<file path="src/rtl/bf_pkg.sv">
// Shared definitions for the beamformer scan-line sequencer.
package bf_pkg;

    typedef enum logic [2:0] {
        ST_IDLE,
        ST_CLEAR,
        ST_RUN,
        ST_DONE,
        ST_FAIL
    } bf_state_t;

    localparam int unsigned BF_NUM_TAPS  = 64;
    localparam logic [15:0] BF_MAX_INDEX = 16'd4095;
    localparam int unsigned BF_SAMPLE_W  = 12;

    // Accumulator width that cannot overflow when summing num_taps full-scale samples.
    function automatic int unsigned bf_sum_width(input int unsigned sample_w,
                                                 input int unsigned num_taps);
        return sample_w + $clog2(num_taps);
    endfunction

endpackage

</file>
<file path="src/rtl/beamformer_sequencer.sv">
// Scan-line sequencer: drives the beamformer sample index, collects NUM_TAPS
// selected taps into a delay-and-sum accumulator and reports completion or
// index exhaustion.
module beamformer_sequencer
    import bf_pkg::*;
#(
    parameter int unsigned NUM_TAPS  = BF_NUM_TAPS,
    parameter logic [15:0] MAX_INDEX = BF_MAX_INDEX,
    parameter int unsigned SAMPLE_W  = BF_SAMPLE_W
) (
    input  logic                                        clk,
    input  logic                                        reset,
    input  logic                                        start,
    input  logic                                        abort,
    input  logic                                        sample_valid,
    output logic [15:0]                                 bf_index,
    output logic                                        bf_start,
    input  logic [SAMPLE_W-1:0]                         bf_value,
    input  logic                                        bf_data_good,
    output logic [bf_sum_width(SAMPLE_W, NUM_TAPS)-1:0] sum_out,
    output logic                                        sum_valid,
    output logic                                        busy,
    output logic                                        timeout_err
);

    localparam int unsigned      SUM_W    = bf_sum_width(SAMPLE_W, NUM_TAPS);
    localparam int unsigned      CNT_W    = $clog2(NUM_TAPS + 1);
    localparam logic [CNT_W-1:0] LAST_TAP = CNT_W'(NUM_TAPS - 1);
    localparam logic [CNT_W-1:0] ALL_TAPS = CNT_W'(NUM_TAPS);

    bf_state_t        r_state;
    bf_state_t        w_state_nxt;
    logic [CNT_W-1:0] r_tap_count;
    logic [SUM_W-1:0] r_acc;
    logic [SUM_W-1:0] r_sum_out;
    logic [15:0]      r_bf_index;
    logic             r_bf_start;
    logic             r_sum_valid;
    logic             r_busy;
    logic             r_timeout_err;

    logic             w_run;
    logic             w_tap;
    logic             w_complete;
    logic             w_overrun;
    logic [SUM_W-1:0] w_acc_add;
    logic             w_busy_nxt;
    logic             w_bf_start_nxt;
    logic             w_sum_valid_nxt;

    assign w_run      = (r_state == ST_RUN);
    assign w_tap      = w_run && bf_data_good;
    assign w_complete = w_tap && (r_tap_count == LAST_TAP);
    assign w_overrun  = w_run && sample_valid && (r_bf_index == MAX_INDEX)
                        && (r_tap_count < ALL_TAPS);
    assign w_acc_add  = r_acc + SUM_W'(bf_value);

    // State register.
    always_ff @(posedge clk) begin
        if (reset) begin
            r_state <= ST_IDLE;
        end else begin
            r_state <= w_state_nxt;
        end
    end

    // Next-state decode plus the next value of every state-derived output.
    always_comb begin
        w_state_nxt     = r_state;
        w_busy_nxt      = 1'b0;
        w_bf_start_nxt  = 1'b0;
        w_sum_valid_nxt = 1'b0;
        unique case (r_state)
            ST_IDLE: begin
                if (start) begin
                    w_state_nxt = ST_CLEAR;
                end
            end
            ST_CLEAR: begin
                w_state_nxt = abort ? ST_IDLE : ST_RUN;
            end
            ST_RUN: begin
                // Abort beats completion, and completion beats index exhaustion.
                if (abort) begin
                    w_state_nxt = ST_IDLE;
                end else if (w_complete) begin
                    w_state_nxt = ST_DONE;
                end else if (w_overrun) begin
                    w_state_nxt = ST_FAIL;
                end
            end
            ST_DONE, ST_FAIL: begin
                w_state_nxt = ST_IDLE;
            end
            default: begin
                w_state_nxt = ST_IDLE;
            end
        endcase
        w_busy_nxt      = (w_state_nxt != ST_IDLE);
        w_bf_start_nxt  = (w_state_nxt == ST_RUN);
        w_sum_valid_nxt = (w_state_nxt == ST_DONE);
    end

    // Datapath: index/tap counters, accumulator and registered outputs.
    always_ff @(posedge clk) begin
        if (reset) begin
            r_tap_count   <= '0;
            r_acc         <= '0;
            r_sum_out     <= '0;
            r_bf_index    <= '0;
            r_bf_start    <= 1'b0;
            r_sum_valid   <= 1'b0;
            r_busy        <= 1'b0;
            r_timeout_err <= 1'b0;
        end else begin
            r_busy      <= w_busy_nxt;
            r_bf_start  <= w_bf_start_nxt;
            r_sum_valid <= w_sum_valid_nxt;
            if (w_state_nxt == ST_CLEAR) begin
                // Clearing on entry so CLEAR itself already shows a fresh line.
                r_tap_count   <= '0;
                r_acc         <= '0;
                r_sum_out     <= '0;
                r_bf_index    <= '0;
                r_timeout_err <= 1'b0;
            end else if (w_run && !abort) begin
                // An aborting cycle contributes nothing; the accumulator keeps its value.
                if (sample_valid && (r_bf_index != MAX_INDEX)) begin
                    r_bf_index <= r_bf_index + 16'd1;
                end
                if (w_tap) begin
                    r_acc       <= w_acc_add;
                    r_tap_count <= r_tap_count + CNT_W'(1);
                end
                if (w_complete) begin
                    r_sum_out <= w_acc_add;
                end
                if (w_state_nxt == ST_FAIL) begin
                    r_timeout_err <= 1'b1;
                end
            end
        end
    end

    assign bf_index    = r_bf_index;
    assign bf_start    = r_bf_start;
    assign sum_out     = r_sum_out;
    assign sum_valid   = r_sum_valid;
    assign busy        = r_busy;
    assign timeout_err = r_timeout_err;

endmodule

</file>
<file path="config.mk">
export PLATFORM = sky130hd
export DESIGN_NAME = beamformer_sequencer
export DESIGN_NICKNAME = d
export VERILOG_FILES = /design/src/rtl/bf_pkg.sv /design/src/rtl/beamformer_sequencer.sv
export SDC_FILE = /design/constraint.sdc
export NUM_CORES = 1
export LEC_CHECK = 0
export BUFFER_PORTS_ARGS = -buffer_cell sky130_fd_sc_hd__buf_2
export CAP_MARGIN = 20
export CORE_ASPECT_RATIO = 1.5
export CORE_UTILIZATION = 30
export CTS_BUF_LIST = sky130_fd_sc_hd__clkbuf_8
export CTS_CLUSTER_DIAMETER = 80
export DETAILED_ROUTE_END_ITERATION = 16
export GPL_ROUTABILITY_DRIVEN = 0
export GPL_TIMING_DRIVEN = 0
export PLACE_DENSITY = 0.49
export SYNTH_ARGS = -nofsm -noshare
export SYNTH_HDL_FRONTEND = slang
export SYNTH_SLANG_ARGS = --single-unit
</file>
<file path="constraint.sdc">
create_clock -name clk -period 2 [get_ports clk]
set_input_delay 0.4 -clock clk [delete_from_list [all_inputs] [get_ports clk]]
set_output_delay 0.4 -clock clk [all_outputs]
set_load 0.05 [all_outputs]
</file>
# Yosys cells after proc, flatten, opt, wreduce, memory -nomap -nowiden
# Cells that the tools add are included.
# Widths: inputs -> output; s select.
[op_classes]
addsub = 3
multipliers = 0
div_mod_pow = 0
order_cmp = 1
eq_ne = 9
n_shift = 0
mux = 6
n_bitwise = 0
n_reduce_logical = 15
[ops]
columns = ["operator", "count"]
rows = [
  ["$add 18x12->18", 1],
  ["$add 16x1->16 const B", 1],
  ["$eq 16x12->1 const B", 1],
  ["$ne 16x12->1 const B", 1],
  ["$mux 3", 4],
  ["$eq 3x2->1 const B", 3],
  ["$pmux 3 s3", 1],
  ["$reduce_and 2->1", 4],
  ["$add 7x1->7 const B", 1],
  ["$eq 7x6->1 const B", 1],
  ["$logic_and 1x1->1", 7],
  ["$lt 7x7->1 const B", 1],
  ["$eq 3x1->1 const B", 2],
  ["$eq 3x3->1 const B", 1],
  ["$logic_not 3->1", 1],
  ["$reduce_bool 3->1", 1],
  ["$mux 2", 1],
  ["$reduce_or 2->1", 1],
  ["$logic_not 1->1", 1],
]
[word_totals]
ff_bits = 66
latchBits = 0
mem_bits_rw = 0
mem_bits_ro = 0
inputBits = 18
out_inout_bits = 38
elab_cells = 43
memories = 0

# Depth between registers and ports, before layout
[depth]
ltp_word = 10
ltp_mapped = 9
mapped_depth_nobuf = 9

# Worst setup path after synthesis
# OpenSTA, ideal clock, no wires.
[synth_timing]
path_type = "register to register"
from = "register r_bf_index[0] (netlist: bf_index[0])"
to = "register r_bf_index[4] (netlist: bf_index[4])"
setup_time_ps = 117
arrival_ps = 1995
required_ps = 1883
path_slack_ps = -113
path_stages_with_launch = 8
n_path_buf = 0
period_less_slack_ps = 2113
path_cell_list = "dfxtp_1 > ha_1 > nand2_1 > or3_1 > o21ai_2 > nor3_1 > xnor2_1 > nor2_1"
[synth_via]
elab_chain_cells = 9
elab_cells_between_ends = 13
classes_between = "add/sub (1); eq/ne (3); mux (4); reduce/logical (5)"
[synth_rtl]
columns = ["item", "line", "rtl"]
rows = [
  ["start, declared", "beamformer_sequencer.sv:36", "logic [15:0] r_bf_index;"],
  ["start signal, assigned", "beamformer_sequencer.sv:129", "r_bf_index <= r_bf_index + 16'd1;"],
  ["$eq 16x12->1", "beamformer_sequencer.sv:54", "assign w_overrun = w_run && sample_valid && (r_bf_index == MAX_INDEX)"],
  ["$logic_and 1x1->1", "beamformer_sequencer.sv:54", ""],
  ["$logic_and 1x1->1", "beamformer_sequencer.sv:55", "&& (r_tap_count < ALL_TAPS);"],
  ["$mux 3", "beamformer_sequencer.sv:88", "end else if (w_overrun) begin"],
  ["$mux 3", "beamformer_sequencer.sv:86", "end else if (w_complete) begin"],
  ["$mux 3", "beamformer_sequencer.sv:84", "if (abort) begin"],
  ["$pmux 3 s3", "beamformer_sequencer.sv:73", "unique case (r_state)"],
  ["$eq 3x1->1", "beamformer_sequencer.sv:119", "if (w_state_nxt == ST_CLEAR) begin"],
  ["$reduce_or 2->1 (no source line)", "-", ""],
]
# Parallel ways exist; a longest one is shown, timed or not.
# A chain may end at the register's enable or synchronous reset.

# Final worst setup path
[layout_timing]
from = "register r_acc[0]"
to = "register r_sum_out[10] (netlist: sum_out[10])"
[layout_via]
elab_chain_cells = 1
[layout_rtl]
columns = ["item", "line", "rtl"]
rows = [
  ["start, declared", "beamformer_sequencer.sv:34", "logic [SUM_W-1:0] r_acc;"],
  ["start signal, assigned", "beamformer_sequencer.sv:132", "r_acc <= w_acc_add;"],
  ["$add 18x12->18", "beamformer_sequencer.sv:56", "assign w_acc_add = r_acc + SUM_W'(bf_value);"],
  ["end signal, assigned", "beamformer_sequencer.sv:136", "r_sum_out <= w_acc_add;"],
  ["end, declared", "beamformer_sequencer.sv:35", "logic [SUM_W-1:0] r_sum_out;"],
]
# Every way passes these cells.

==> results.json <==
{
  "grt_pass1_wl_um": 14000,
  "final.setup_skew_ps": 5.85,
  "wl_per_cell_um": 14.1,
  "tritoncts": "built",
  "n_antenna_cell": 0,
  "cp.arrival_ps": 2250,
  "clock_sinks": 66,
  "reg2reg_depth": 9,
  "coreArea_um2": 10700,
  "dp_hpwl_um": 6400,
  "worstSetupPathType": "reg -> reg",
  "relSlewSlack_pct": 64.4,
  "hold_viol": 0,
  "r2r-end": "sum_out[10]$_SDFFE_PP0P_",
  "vias_per_cell": 4.84,
  "antenna_found_initial": 0,
  "period_share_pct": 100,
  "port_buffers": 55,
  "placed_area_um2": 3820,
  "p_comb_share_pct": 6.7,
  "synthesis.area_um2": 3340,
  "initial_core_util_pct": 31.2,
  "period_minus_slack_ps": 2000,
  "nFillCells": 1172,
  "area_delta_synth_final_pct": 27.6,
  "grt_pass1_vias": 2888,
  "status": "finished with violations",
  "drt_iter0_markers": 93,
  "failed_checks": "negative setup slack",
  "ys_seq_area_share_pct": 39.6,
  "hold_buffers": 0,
  "pre_cts_slack_ps": -263,
  "hold_path.class": "in -> reg",
  "htree_levels": 3,
  "r2r_start": "r_acc[0]$_SDFFE_PP0P_",
  "critPathRequiredTime_ps": 2250,
  "leakagePower_nw": 1.68,
  "synthCells": 394,
  "power.total_mw": 2.65,
  "synth_area_per_cell_um2": 8.48,
  "yosysWarnings": 0,
  "power.internal_mw": 2.01,
  "clk_latency_ps": 350,
  "hp-start": "reset",
  "p_seq_share_pct": 49.9,
  "p_per_area_nw_per_um2": 623,
  "cts_buffers": 9,
  "track_usage_pct": 15.7,
  "grt_max_degree": 11,
  "syn_nets": 427,
  "grt.overflow.total": 0,
  "ir_worst_vdd_uv": 269,
  "min_path_cells": 2,
  "root_buffer": "clkbuf_8",
  "p_clk_share_pct": 43.5,
  "die_area_um2": 11600,
  "crit_chain": "ha_4, inv_4, fa_2, nand2b_4, a211oi_4, or3_4, a21oi_4, xnor2_2, a22o_1",
  "finalSetupViolCount": 1,
  "end_kind": "flip-flop",
  "cp_slowest_cell": "fa_2",
  "ff_latch_area_um2": 1330,
  "async_flop_share_pct": 0,
  "rsz0062_at_grt": "true",
  "drv_cap": 0,
  "finish.utilization_pct": 39.8,
  "die_x_um": 88.2,
  "fin_area_um2": 4260,
  "layout.nets": 498,
  "synth-edff-count": 0,
  "p_sw_share_pct": 24.2,
  "crit_path_start_kind": "flip-flop",
  "layout_common_cells": "buf_2 (62), dfxtp_1 (62), nor2_1 (49), nand2_1 (44), a21oi_1 (27)",
  "setup_ws_ps": -1.25,
  "ant_nets": 0,
  "synth_ff_type": "dfxtp_1",
  "drt_drc_violations_left": 0,
  "tightest_slew_ps": 532,
  "min_to": "r_state[1]$_SDFF_PP0_",
  "slew_violations": 0,
  "clk_pin_slew_worst_paths_ps": 70,
  "worstPathMaxFanout": 3,
  "die_h_um": 131,
  "num_vias": 2971,
  "fmax_mhz": 500,
  "drt_pass1_iterations": 4,
  "hold_ws_ps": 291,
  "cts_max_path_buffers": 2,
  "synth_seq_cells": 66,
  "ios": 56,
  "drive_above_1_share_pct": 29.6,
  "ys_types": 52,
  "cpPeakStageDelay_ps": 360,
  "power.switching_mw": 0.641,
  "rows": 46,
  "finalWirelength_um": 8650,
  "r2r_slack_ps": -1,
  "multi_input_area_um2": 2110
}
==> metrics by stage <==
step	TNS, ps	cells
after detailed placement	-3840	593
after floorplan	0	394
final	-1.25	614
after global routing	-277	614
after global placement	-3850	593
after CTS	0	611
==> power by group through the flow <==
| stage | registers (mW) | logic (mW) | clock network [mW] |
|---|---|---|---|
| after global routing | 1.32 | 0.195 | 1.23 |
| after CTS | 1.32 | 0.169 | 1.19 |
| after detailed placement | 1.35 | 0.162 | 0 |
| after global placement | 1.35 | 0.162 | 0 |
| final | 1.32 | 0.177 | 1.15 |
| after floorplan | 1.36 | 0.0970 | 0 |
==> sequential cells by signal, summed over array words and instances, names as in the netlist <==
register	cells
r_acc	18
sum_out	18
bf_index	16
r_tap_count	7
r_state	3
bf_start	1
busy	1
sum_valid	1
timeout_err	1
==> cells by family (layout without fill, tap and decap cells) <==
logic type | after synthesis | count (layout) | share of synthesized area (%)
and+or+nand+nor | 166 | 166 | 24.6
AOI/OAI and AO/OA | 81 | 81 | 15.4
DFF | 66 | 66 | 39.6
xor gates and xnor gates | 35 | 35 | 9.18
buffers and inverters | 26 | 102 | 3.93
adders and majority gates | 15 | 15 | 5.84
muxes | 5 | 5 | 1.50
==> synth_stat cells, types with 2 or more instances <==
library cell   n  area share [%]
dfxtp_1       66              40
nor2_1        51             5.7
nand2_1       45             5.1
a21oi_1       35             5.2
xnor2_1       23             6.0
nand3_1       22             3.3
ha_1          14             5.2
inv_1         14             1.6
xor2_1        12             3.1
nor3_1         9             1.3
o21ai_0        8             1.2
a22o_1         7             1.8
buf_2          7             1.0
a31oi_1        5            0.94
mux2i_1        5             1.5
nor2b_1        5            0.94
o21ai_1        5            0.75
or3_1          5            0.94
a31o_2         4             1.0
a211oi_1       3            0.67
and3_1         3            0.56
and3_2         3            0.67
nand4_1        3            0.56
nor4_1         3            0.56
a21o_1         2            0.45
and4_1         2            0.52
buf_6          2            0.67
clkbuf_1       2            0.22
nand2b_1       2            0.37
nand2b_4       2            0.82
o211ai_1       2            0.45
or2_2          2            0.37
or4_4          2            0.67
==> timing repair <==
action                     4_1_cts  5_1_grt
buffers inserted                 2        3
hold endpoints to repair         0        0
gates resized for setup         10       35
pin swaps                        6        9
setup endpoints to repair       16       59
==> per-layer routing <==
metal / up-vias / track usage [%] / share of wire (%)
li1: 1518 / - / -
met1: 1383 / 18.1 / 43
met2: 55 / 27.3 / 51
met3: 15 / 2.70 / 3.4
met4: 0 / 6.99 / 2.5
met5: - / 0 / 0
==> critical path, delay by kind of cell (launching register included) <==
kind | cells | cell delay [ps]
adders and majority gates | 2 | 510
AOI/OAI and AO/OA | 3 | 510
and+or+nand+nor | 2 | 360
DFF | 1 | 350
xor gates and xnor gates | 1 | 150
buffers and inverters | 1 | 30
==> how the worst max path moves through the flow <==
stage / slack [ps] / endpoint / cells past startpoint / start
after floorplan: 20 / bf_index[4]$_SDFFE_PP0P_ / 6 / bf_index[3]$_SDFFE_PP0P_
final: -1 / sum_out[10]$_SDFFE_PP0P_ / 9 / r_acc[0]$_SDFFE_PP0P_
after detailed placement: -260 / r_acc[17]$_SDFFE_PP0P_ / 8 / bf_value[2]
after global routing: -70 / r_acc[14]$_SDFFE_PP0P_ / 9 / r_acc[0]$_SDFFE_PP0P_
after CTS: 0.5 / sum_out[10]$_SDFFE_PP0P_ / 9 / r_acc[0]$_SDFFE_PP0P_
after global placement: -240 / sum_out[10]$_SDFFE_PP0P_ / 10 / bf_value[0]
==> cell type report <==
type                    count  area share, %
repair buffers             60           7.34
well taps                 144           4.23
clock buffers              11           3.55
inverters                  14           1.29
clock inverters             5           1.09
multi-input cells         302           49.5
plain buffers              12           1.88
flip-flops and latches     66           31.1
Power figures use the tool's default switching activity.
